### src/rtl/uart_msg_framer_if.sv
// Purpose : bundles the UART-RX-facing and reader-facing signals of uart_msg_framer.
// Latency : n/a (wiring only).
// Backpressure: none on the RX side (rx_ready is tied high); the reader pops with RD_REQ / LEN_POP.
// Ports   : rx_data/rx_valid/rx_busy/rx_ready  - byte stream from the UART RX core
//           FIFO_Q/RD_REQ                      - show-ahead word FIFO read port
//           MSG_VALID/MSG_LEN/MSG_PAD/LEN_POP  - per-message descriptor read port
//           OVERFLOW/DROP_CNT                  - drop reporting
//           MSG_CSUM/CSUM_OK                   - only when MSG_CHECKSUM_EN is defined
// Modports: master = RX core plus reader side; slave = the framer.
interface uart_msg_framer_if #(
    parameter int WORD_BYTES  = 2,
    parameter int WDEPTH_LOG2 = 7
);
    logic [7:0]              rx_data;
    logic                    rx_valid;
    logic                    rx_busy;
    logic                    rx_ready;
    logic [8*WORD_BYTES-1:0] FIFO_Q;
    logic                    RD_REQ;
    logic                    MSG_VALID;
    logic [WDEPTH_LOG2:0]    MSG_LEN;
    logic [1:0]              MSG_PAD;
    logic                    LEN_POP;
    logic                    OVERFLOW;
    logic [7:0]              DROP_CNT;
`ifdef MSG_CHECKSUM_EN
    logic [7:0]              MSG_CSUM;
    logic                    CSUM_OK;
`endif

    modport slave (
        input  rx_data, rx_valid, rx_busy, RD_REQ, LEN_POP,
        output rx_ready, FIFO_Q, MSG_VALID, MSG_LEN, MSG_PAD, OVERFLOW, DROP_CNT
`ifdef MSG_CHECKSUM_EN
        , output MSG_CSUM, CSUM_OK
`endif
    );

    modport master (
        output rx_data, rx_valid, rx_busy, RD_REQ, LEN_POP,
        input  rx_ready, FIFO_Q, MSG_VALID, MSG_LEN, MSG_PAD, OVERFLOW, DROP_CNT
`ifdef MSG_CHECKSUM_EN
        , input MSG_CSUM, CSUM_OK
`endif
    );
endinterface

### src/rtl/uart_msg_framer.sv
// Purpose : packs UART RX bytes big-endian into words, closes a message after an idle gap of
//           GAP_MULT byte-times, and commits words plus a {len,pad} descriptor to two FIFOs.
// Latency : a message becomes visible (MSG_VALID) one cycle after the gap-expiry close.
// Backpressure: none toward RX; a full word or descriptor FIFO drops the whole message (OVERFLOW).
// Ports   : CLK, RST (async active-low), bus (uart_msg_framer_if.slave, see the interface file).
// Option  : define MSG_CHECKSUM_EN to add MSG_CSUM (XOR of the head message bytes) and CSUM_OK.
module uart_msg_framer #(
    parameter int         WORD_BYTES  = 2,
    parameter int         WDEPTH_LOG2 = 7,
    parameter int         DDEPTH_LOG2 = 2,
    parameter int         GAP_MULT    = 2,
    parameter int         CNT_W       = 20,
    parameter logic [7:0] PAD_BYTE    = 8'h00
) (
    input  logic              CLK,
    input  logic              RST,
    uart_msg_framer_if.slave  bus
);
    localparam int W      = 8 * WORD_BYTES;
    localparam int WDEPTH = 1 << WDEPTH_LOG2;
    localparam int DDEPTH = 1 << DDEPTH_LOG2;
    localparam int PW     = WDEPTH_LOG2 + 1;
    localparam int DPW    = DDEPTH_LOG2 + 1;
    localparam logic [CNT_W+1:0] GAP_MULT_X = (CNT_W+2)'(GAP_MULT);

    typedef enum logic [1:0] {IDLE, MEASURE, GAP} state_t;

    typedef struct packed {
        logic [PW-1:0] len;
        logic [1:0]    pad;
`ifdef MSG_CHECKSUM_EN
        logic [7:0]    csum;
`endif
    } desc_t;

    state_t             state_q, state_d;
    logic [CNT_W-1:0]   meas_q, meas_d;
    logic [CNT_W-1:0]   btime_q, btime_d;
    logic [CNT_W-1:0]   gap_q, gap_d;
    logic [W-1:0]       part_q, part_d;
    logic [2:0]         nb_q, nb_d;
    logic               drop_q, drop_d;
    logic [PW-1:0]      wptr_q, wptr_d, cptr_q, cptr_d, rptr_q, rptr_d;
    logic [DPW-1:0]     dwptr_q, dwptr_d, drptr_q, drptr_d;
    logic               ovf_q, ovf_d;
    logic [7:0]         drop_cnt_q, drop_cnt_d;
`ifdef MSG_CHECKSUM_EN
    logic [7:0]         csum_q, csum_d;
`endif

    logic [W-1:0]       wmem [WDEPTH];
    desc_t              dmem [DDEPTH];

    logic               close, wr_en, drop_now, desc_push;
    logic [W-1:0]       wr_word, shifted, aligned;
    logic [2:0]         nb_inc;
    desc_t              desc_new, desc_head;
    logic [CNT_W+1:0]   thr;
    logic               word_full, desc_full, desc_vld, word_vld;

    assign thr       = GAP_MULT_X * {2'b00, btime_q};
    // Full counts uncommitted words too: the writer may never lap the reader.
    assign word_full = (wptr_q[PW-1] != rptr_q[PW-1]) && (wptr_q[PW-2:0] == rptr_q[PW-2:0]);
    assign desc_full = (dwptr_q[DPW-1] != drptr_q[DPW-1]) && (dwptr_q[DPW-2:0] == drptr_q[DPW-2:0]);
    assign desc_vld  = (dwptr_q != drptr_q);
    // The reader only ever sees words below the commit pointer.
    assign word_vld  = (rptr_q != cptr_q);
    assign desc_head = dmem[drptr_q[DPW-2:0]];

    always_comb begin
        state_d    = state_q;
        meas_d     = meas_q;
        btime_d    = btime_q;
        gap_d      = gap_q;
        part_d     = part_q;
        nb_d       = nb_q;
        drop_d     = drop_q;
        wptr_d     = wptr_q;
        cptr_d     = cptr_q;
        rptr_d     = rptr_q;
        dwptr_d    = dwptr_q;
        drptr_d    = drptr_q;
        ovf_d      = 1'b0;
        drop_cnt_d = drop_cnt_q;
`ifdef MSG_CHECKSUM_EN
        csum_d     = csum_q;
`endif
        close      = 1'b0;
        wr_en      = 1'b0;
        wr_word    = '0;
        drop_now   = 1'b0;
        desc_push  = 1'b0;
        desc_new   = '0;
        aligned    = '0;
        shifted    = W'({part_q, bus.rx_data});
        nb_inc     = nb_q + 3'd1;

        // Byte-time measurement and end-of-message gap detection.
        unique case (state_q)
            IDLE: begin
                if (bus.rx_busy) begin
                    state_d = MEASURE;
                    meas_d  = '0;
                end
            end
            MEASURE: begin
                if (bus.rx_busy) begin
                    if (meas_q != '1) meas_d = meas_q + 1'b1;
                end else begin
                    btime_d = meas_q;
                    gap_d   = '0;
                    state_d = GAP;
                end
            end
            GAP: begin
                if (bus.rx_busy) begin
                    state_d = MEASURE;
                    meas_d  = '0;
                end else if ({2'b00, gap_q} >= thr) begin
                    close   = 1'b1;
                    state_d = IDLE;
                end else if (gap_q != '1) begin
                    gap_d = gap_q + 1'b1;
                end
            end
            default: state_d = IDLE;
        endcase

        // Byte assembly; bytes of an already-dropped message are discarded.
        if (bus.rx_valid && !drop_q) begin
`ifdef MSG_CHECKSUM_EN
            csum_d = csum_q ^ bus.rx_data;
`endif
            if (nb_inc == 3'(WORD_BYTES)) begin
                wr_en   = 1'b1;
                wr_word = shifted;
                part_d  = '0;
                nb_d    = '0;
            end else begin
                part_d = shifted;
                nb_d   = nb_inc;
            end
        end

        // Flush of a partial last word; a byte arriving in the close cycle is already in part_d,
        // and a word completed this cycle leaves nb_d at zero, so at most one write happens.
        aligned = part_d << (8 * (WORD_BYTES - int'(nb_d)));
        for (int i = 0; i < WORD_BYTES; i++) begin
            if (i < WORD_BYTES - int'(nb_d)) aligned[8*i +: 8] = PAD_BYTE;
        end
        if (close && !drop_q && (nb_d != '0)) begin
            wr_en   = 1'b1;
            wr_word = aligned;
        end

        if (wr_en) begin
            if (word_full) drop_now = 1'b1;
            else           wptr_d   = wptr_q + 1'b1;
        end

        if (close) begin
            // wptr_d == cptr_q means no byte survived: spurious busy, or already dropped.
            if (!drop_q && !drop_now && (wptr_d != cptr_q)) begin
                if (desc_full) begin
                    drop_now = 1'b1;
                end else begin
                    desc_push    = 1'b1;
                    desc_new.len = wptr_d - cptr_q;
                    desc_new.pad = (nb_d != '0) ? 2'(WORD_BYTES - int'(nb_d)) : 2'd0;
`ifdef MSG_CHECKSUM_EN
                    desc_new.csum = csum_d;
`endif
                    cptr_d = wptr_d;
                end
            end
            drop_d = 1'b0;
            part_d = '0;
            nb_d   = '0;
`ifdef MSG_CHECKSUM_EN
            csum_d = '0;
`endif
        end

        // Drop rewinds to the last commit; stay in discard mode only if the message continues.
        if (drop_now) begin
            ovf_d  = 1'b1;
            if (drop_cnt_q != 8'hFF) drop_cnt_d = drop_cnt_q + 8'd1;
            wptr_d = cptr_q;
            part_d = '0;
            nb_d   = '0;
            drop_d = !close;
`ifdef MSG_CHECKSUM_EN
            csum_d = '0;
`endif
        end

        if (desc_push)                 dwptr_d = dwptr_q + 1'b1;
        if (bus.RD_REQ && word_vld)    rptr_d  = rptr_q + 1'b1;
        if (bus.LEN_POP && desc_vld)   drptr_d = drptr_q + 1'b1;
    end

    always_ff @(posedge CLK or negedge RST) begin
        if (!RST) begin
            state_q    <= IDLE;
            meas_q     <= '0;
            btime_q    <= '0;
            gap_q      <= '0;
            part_q     <= '0;
            nb_q       <= '0;
            drop_q     <= 1'b0;
            wptr_q     <= '0;
            cptr_q     <= '0;
            rptr_q     <= '0;
            dwptr_q    <= '0;
            drptr_q    <= '0;
            ovf_q      <= 1'b0;
            drop_cnt_q <= '0;
`ifdef MSG_CHECKSUM_EN
            csum_q     <= '0;
`endif
        end else begin
            state_q    <= state_d;
            meas_q     <= meas_d;
            btime_q    <= btime_d;
            gap_q      <= gap_d;
            part_q     <= part_d;
            nb_q       <= nb_d;
            drop_q     <= drop_d;
            wptr_q     <= wptr_d;
            cptr_q     <= cptr_d;
            rptr_q     <= rptr_d;
            dwptr_q    <= dwptr_d;
            drptr_q    <= drptr_d;
            ovf_q      <= ovf_d;
            drop_cnt_q <= drop_cnt_d;
`ifdef MSG_CHECKSUM_EN
            csum_q     <= csum_d;
`endif
        end
    end

    // Storage arrays carry no reset; reads are masked by the valid flags.
    always_ff @(posedge CLK) begin
        if (wr_en && !word_full) wmem[wptr_q[PW-2:0]]  <= wr_word;
        if (desc_push)           dmem[dwptr_q[DPW-2:0]] <= desc_new;
    end

    assign bus.rx_ready  = 1'b1;
    assign bus.FIFO_Q    = word_vld ? wmem[rptr_q[PW-2:0]] : '0;
    assign bus.MSG_VALID = desc_vld;
    assign bus.MSG_LEN   = desc_vld ? desc_head.len : '0;
    assign bus.MSG_PAD   = desc_vld ? desc_head.pad : '0;
    assign bus.OVERFLOW  = ovf_q;
    assign bus.DROP_CNT  = drop_cnt_q;
`ifdef MSG_CHECKSUM_EN
    assign bus.MSG_CSUM  = desc_vld ? desc_head.csum : '0;
    assign bus.CSUM_OK   = desc_vld && (desc_head.csum == 8'h00);
`endif
endmodule
### src/flat_wrapper.sv
// flat-port wrapper written by rule: the top's interface ports become plain ports
module uart_msg_framer_flat 
#(
    parameter int         WORD_BYTES  = 2,
    parameter int         WDEPTH_LOG2 = 7,
    parameter int         DDEPTH_LOG2 = 2,
    parameter int         GAP_MULT    = 2,
    parameter int         CNT_W       = 20,
    parameter logic [7:0] PAD_BYTE    = 8'h00
)
  (CLK, RST, bus_rx_data, bus_rx_valid, bus_rx_busy, bus_RD_REQ, bus_LEN_POP, bus_rx_ready, bus_FIFO_Q, bus_MSG_VALID, bus_MSG_LEN, bus_MSG_PAD, bus_OVERFLOW, bus_DROP_CNT);
  uart_msg_framer_if #(.WORD_BYTES(WORD_BYTES), .WDEPTH_LOG2(WDEPTH_LOG2)) bus_i ();
  input  logic CLK;
  input  logic RST;
  input wire logic [$bits(bus_i.rx_data)-1:0] bus_rx_data;
  input wire logic [$bits(bus_i.rx_valid)-1:0] bus_rx_valid;
  input wire logic [$bits(bus_i.rx_busy)-1:0] bus_rx_busy;
  input wire logic [$bits(bus_i.RD_REQ)-1:0] bus_RD_REQ;
  input wire logic [$bits(bus_i.LEN_POP)-1:0] bus_LEN_POP;
  output wire logic [$bits(bus_i.rx_ready)-1:0] bus_rx_ready;
  output wire logic [$bits(bus_i.FIFO_Q)-1:0] bus_FIFO_Q;
  output wire logic [$bits(bus_i.MSG_VALID)-1:0] bus_MSG_VALID;
  output wire logic [$bits(bus_i.MSG_LEN)-1:0] bus_MSG_LEN;
  output wire logic [$bits(bus_i.MSG_PAD)-1:0] bus_MSG_PAD;
  output wire logic [$bits(bus_i.OVERFLOW)-1:0] bus_OVERFLOW;
  output wire logic [$bits(bus_i.DROP_CNT)-1:0] bus_DROP_CNT;
  assign bus_i.rx_data = bus_rx_data;
  assign bus_i.rx_valid = bus_rx_valid;
  assign bus_i.rx_busy = bus_rx_busy;
  assign bus_i.RD_REQ = bus_RD_REQ;
  assign bus_i.LEN_POP = bus_LEN_POP;
  assign bus_rx_ready = bus_i.rx_ready;
  assign bus_FIFO_Q = bus_i.FIFO_Q;
  assign bus_MSG_VALID = bus_i.MSG_VALID;
  assign bus_MSG_LEN = bus_i.MSG_LEN;
  assign bus_MSG_PAD = bus_i.MSG_PAD;
  assign bus_OVERFLOW = bus_i.OVERFLOW;
  assign bus_DROP_CNT = bus_i.DROP_CNT;
  uart_msg_framer #(.WORD_BYTES(WORD_BYTES), .WDEPTH_LOG2(WDEPTH_LOG2), .DDEPTH_LOG2(DDEPTH_LOG2), .GAP_MULT(GAP_MULT), .CNT_W(CNT_W), .PAD_BYTE(PAD_BYTE)) u_core (.CLK(CLK), .RST(RST), .bus(bus_i));
endmodule
### config.mk
export PLATFORM = sky130hd
export DESIGN_NAME = uart_msg_framer_flat
export DESIGN_NICKNAME = d
export VERILOG_FILES = /design/src/rtl/uart_msg_framer_if.sv /design/src/rtl/uart_msg_framer.sv /design/src/flat_wrapper.sv
export SDC_FILE = /design/constraint.sdc
export NUM_CORES = 2
export LEC_CHECK = 0
export ABC_AREA = 1
export ABC_CLOCK_PERIOD_IN_PS = 8500
export CAP_MARGIN = 20
export CELL_PAD_IN_SITES_DETAIL_PLACEMENT = 1
export CELL_PAD_IN_SITES_GLOBAL_PLACEMENT = 1
export CORE_MARGIN = 2
export CORE_UTILIZATION = 45
export DETAILED_ROUTE_END_ITERATION = 12
export PLACE_DENSITY_LB_ADDON = 0.1
export RECOVER_POWER = 25
export SLEW_MARGIN = 20
export SYNTH_ARGS = -nofsm -noshare
export SYNTH_HDL_FRONTEND = slang
export SYNTH_SLANG_ARGS = --single-unit
### constraint.sdc
create_clock -name CLK -period 8.5 [get_ports CLK]
set_input_delay 1.7 -clock CLK [delete_from_list [all_inputs] [get_ports CLK]]
set_output_delay 1.7 -clock CLK [all_outputs]
set_load 0.02 [all_outputs]
==> results.md <==
• **result of the run** finished with violations
• **violations in the final reports** max-capacitance violations, max-slew violations
• **number of nets in the layout** 7094
• **First DRT Iteration DRCs** 5957
• **FILL cells** 19.6k
• **startpoint of the most critical setup path** u_core.rptr_q[0]$_DFFE_PN0P_
• **Pleak** 32.6 nW
• **fraction of synthesized cell area taken by the top area cell type** 70.6%
• **largest net degree at the start of global routing** 203
• **sequential cell area fraction in the yosys report** 74.0%
• **Post-Syn Nets** 7038
• **total number of placement rows** 163
• **Max-slew headroom** -92.3%
• **Total Wirelength** 284000 um
• **HP Class** reg -> reg
• **Pwr per Cell Area** 347 nW/um2
• **async set-reset flop share out of synthesis** 5.48%
• **drt first pass iters** 6
• **Antenna Nets Post-Route** 0
• **die outline height** 448 um
• **# IOs** 51
• **Overflow after GRT** 0
• **number of clock sinks** 2209
• **CTS root buf** sky130_fd_sc_hd__clkbuf_16
• **slew at the pin closest to its max-slew limit** 2.89 ns
• **area grow syn2layout** 12.9%
• **Synth top cells by count** 2088 x sky130_fd_sc_hd__edfxtp_1, 1299 x sky130_fd_sc_hd__nor2_1, 1141 x sky130_fd_sc_hd__o21ai_0, 494 x sky130_fd_sc_hd__nand2_1, 372 x sky130_fd_sc_hd__clkbuf_1
• **worst supply voltage drop on vdd** 397 uV
• **hold path startpoint** u_core.meas_q[19]$_DFFE_PN0P_
• **max_cap viols** 17
• **flop2flop setup slack** 2.04 ns
• **DP Cell Count** 9443
• **DPL Wire Length** 163000 um
• **worst path arrival time** 5.85 ns
• **die outline area** 201000 um2
• **gate count of the mapped netlist** 6981
• **RSZ-0062 raised after global routing** no
• **largest fanout on the critical path** 202
• **total routing usage reported by global routing** 28.1%
• **Final Max Tran Viols** 350
• **vias after detailed routing** 59.4k
• **starting utilization of the core area** 45.1%
• **final core utilization** 51.0%
• **number of register bits inferred by synthesis** 2209
• **Post-synth EDFFs** 2088
• **number of vias per cell** 6.02
• **CTS clock-pin slew for the worst setup and hold paths** 0.06 ns
• **Worst-Skew Late Latency** 0.90 ns
• **area of the mapped netlist** 88900 um2
• **final worst clock skew** 0.0298 ns
• **count of distinct cell types in the synthesized netlist** 63
• **number of gates resized after cts** 0
• **floorplan die width** 448 um
• **Synth Flop Type** sky130_fd_sc_hd__edfxtp_1
• **wire length of the first global-routing pass** 415000 um
• **worst endpoint required time** 6.80 ns
• **# Post-CTS Setup Buffers** 0
• **fin area** 100000 um2
• **mean routed wirelength per cell** 28.7 um
• **maximum buffer depth of the clock tree** 3
• **ranking of synthesized cells by area** sky130_fd_sc_hd__edfxtp_1 71%, sky130_fd_sc_hd__o21ai_0 6.4%, sky130_fd_sc_hd__nor2_1 5.5%, sky130_fd_sc_hd__dfrtp_1 3.4%, sky130_fd_sc_hd__o22ai_1 2.3%
• **TritonCTS clock tree** built
• **area post-placement** 93300 um2
• **r2r startpoint** u_core.drop_q$_DFFE_PN0P_
• **category of the worst setup path capture point** primary output
• **core footprint** 197000 um2
• **Min Clock Period, post-route** 7.55 ns
• **number of hold violations in the final report** 0
• **DRC errors left** 0
• **share of layout cells above drive strength 1** 7.93%
• **Setup Crit Path Kind** reg -> out
• **startpoint type of the worst setup path** register
• **Setup-failing EPs final** 0
• **final cell count without fillers** 9877
• **maximum achievable frequency** 0.132 GHz
• **number of buffers inserted by hold repair at cts** 0
• **TritonCTS Buffers** 230
• **Yosys warnings** 0
• **cell with the most instances after synthesis** sky130_fd_sc_hd__edfxtp_1
• **routability-driven placement congestion ratio** 0.848
• **quantity of I/O buffers inserted on ports** 49
• **mean instance size in the synthesized netlist** 12.7 um2
• **number of antenna violations at the first check in global routing** 12
• **crit share post-route** 88.9%
• **vias in the first global route** 60.0k
• **post-synthesis cell type with the largest combined area** sky130_fd_sc_hd__edfxtp_1
• **H-tree levels** 4
[per-layer routing]
| metal | track usage (%) | wire length, um |
|---|---|---|
| met1 | 39.9 | 124000 |
| met2 | 44.8 | 133000 |
| met3 | 3.58 | 16300 |
| met4 | 9.62 | 9770 |
| met5 | 0 | 89 |
[placed cells by master, fill, tap and decap left out, types with 6 or more instances in the layout]
master                            count
sky130_fd_sc_hd__nor2_2              27
sky130_fd_sc_hd__clkinv_1            68
sky130_fd_sc_hd__o21ai_0           1137
sky130_fd_sc_hd__nand2_1            492
sky130_fd_sc_hd__dfrtp_1            117
sky130_fd_sc_hd__ha_1                42
sky130_fd_sc_hd__clkbuf_16          233
sky130_fd_sc_hd__a211oi_1             6
sky130_fd_sc_hd__a221o_1              6
sky130_fd_sc_hd__a21oi_1            120
sky130_fd_sc_hd__inv_2                7
sky130_fd_sc_hd__inv_1              166
sky130_fd_sc_hd__nand3_1            237
sky130_fd_sc_hd__bufinv_16           21
sky130_fd_sc_hd__a31oi_1             36
sky130_fd_sc_hd__o22ai_1            330
sky130_fd_sc_hd__o211ai_1            49
sky130_fd_sc_hd__o221ai_1           192
sky130_fd_sc_hd__nand2_2              9
sky130_fd_sc_hd__dlygate4sd3_1       11
sky130_fd_sc_hd__clkdlybuf4s50_1     37
sky130_fd_sc_hd__buf_4              142
sky130_fd_sc_hd__buf_12              30
sky130_fd_sc_hd__nor3_1              36
sky130_fd_sc_hd__xor2_1              28
sky130_fd_sc_hd__clkinv_2            39
sky130_fd_sc_hd__nand4_1             18
sky130_fd_sc_hd__nor2_1            1276
sky130_fd_sc_hd__edfxtp_1          2088
sky130_fd_sc_hd__clkbuf_1           114
sky130_fd_sc_hd__o21ai_1             15
[where the power goes]
part           switching, mW  internal [mW]  total, mW
clock                   4.32           5.68       10.0
sequential             0.291           12.4       12.7
combinational           9.15           3.02       12.2
total                   13.8           21.1       34.8
[kinds of logic after synthesis]
family / Yosys count / synth area share [%]
buffers and inverters: 645 / 2.87
other: 1 / 0.00422
xor gates and xnor gates: 33 / 0.325
adders and majority gates: 43 / 0.614
DFF: 2209 / 74.0
AOI/OAI and AO/OA: 1927 / 12.5
and+or+nand+nor: 2123 / 9.69
[sequential cells by signal (all words and copies together), names as in the netlist, 2 cells and up]
name / cells
u_core.btime_q: 20
u_core.part_q: 16
u_core.drptr_q: 3
u_core.cptr_q: 8
u_core.wmem: 2048
u_core.state_q: 2
u_core.bus.DROP_CNT: 8
u_core.rptr_q: 8
u_core.meas_q: 20
u_core.gap_q: 20
u_core.dwptr_q: 3
u_core.nb_q: 3
u_core.dmem: 40
u_core.wptr_q: 8
[critical path: stages (launching register included)]
cell and delay, ns:
sky130_fd_sc_hd__dfrtp_4 0.70, sky130_fd_sc_hd__inv_16 0.44, sky130_fd_sc_hd__buf_12 0.48, sky130_fd_sc_hd__buf_4 0.42
sky130_fd_sc_hd__o21ai_0 0.12, sky130_fd_sc_hd__o221ai_1 0.17, sky130_fd_sc_hd__o211ai_1 0.15, sky130_fd_sc_hd__nand3_1 0.12
sky130_fd_sc_hd__nand3_1 0.26, sky130_fd_sc_hd__a31oi_1 0.85, sky130_fd_sc_hd__clkdlybuf4s50_1 0.76
[worst paths after layout]
check / end / depth (start not counted)
max reg2reg: u_core.wmem[43][0]$_DFFE_PP_ / 20
min: u_core.btime_q[19]$_DFFE_PN0P_ / 2
max in group asynchronous: u_core.rptr_q[2]$_DFFE_PN0P_ / 2
max: bus_FIFO_Q[13] / 10
min in group asynchronous: u_core.gap_q[11]$_DFFE_PN0P_ / 1
min reg2reg: u_core.btime_q[19]$_DFFE_PN0P_ / 2
[per-stage QoR]
stage | power [mW] | hold WS, ns | worst slack (ns) | setup TNS [ns]
detailed placement | 25.0 | 0.479 | 1.17 | 0
global placement | 24.8 | 0.471 | 1.42 | 0
floorplan | 19.6 | 0.453 | -1.54 | -1861.01
finish | 34.8 | 0.493 | 0.946 | 0
global route | 36.3 | 0.520 | 0.448 | 0
CTS | 35.0 | 0.500 | 1.05 | 0
[area by class of cell]
type	count	area, um2	share of cell area (%)
Sequential cell	2209	65700	65.5
Multi-Input combinational cell	4127	20700	20.7
Clock buffer	288	6070	6.05
Tap cell	2640	3300	3.29
Timing Repair Buffer	287	2440	2.43
Clock inverter	141	1330	1.32
Inverter	182	719	0.717
Antenna cell	3	7.51	0.00748
Power figures use the tool's default switching activity.
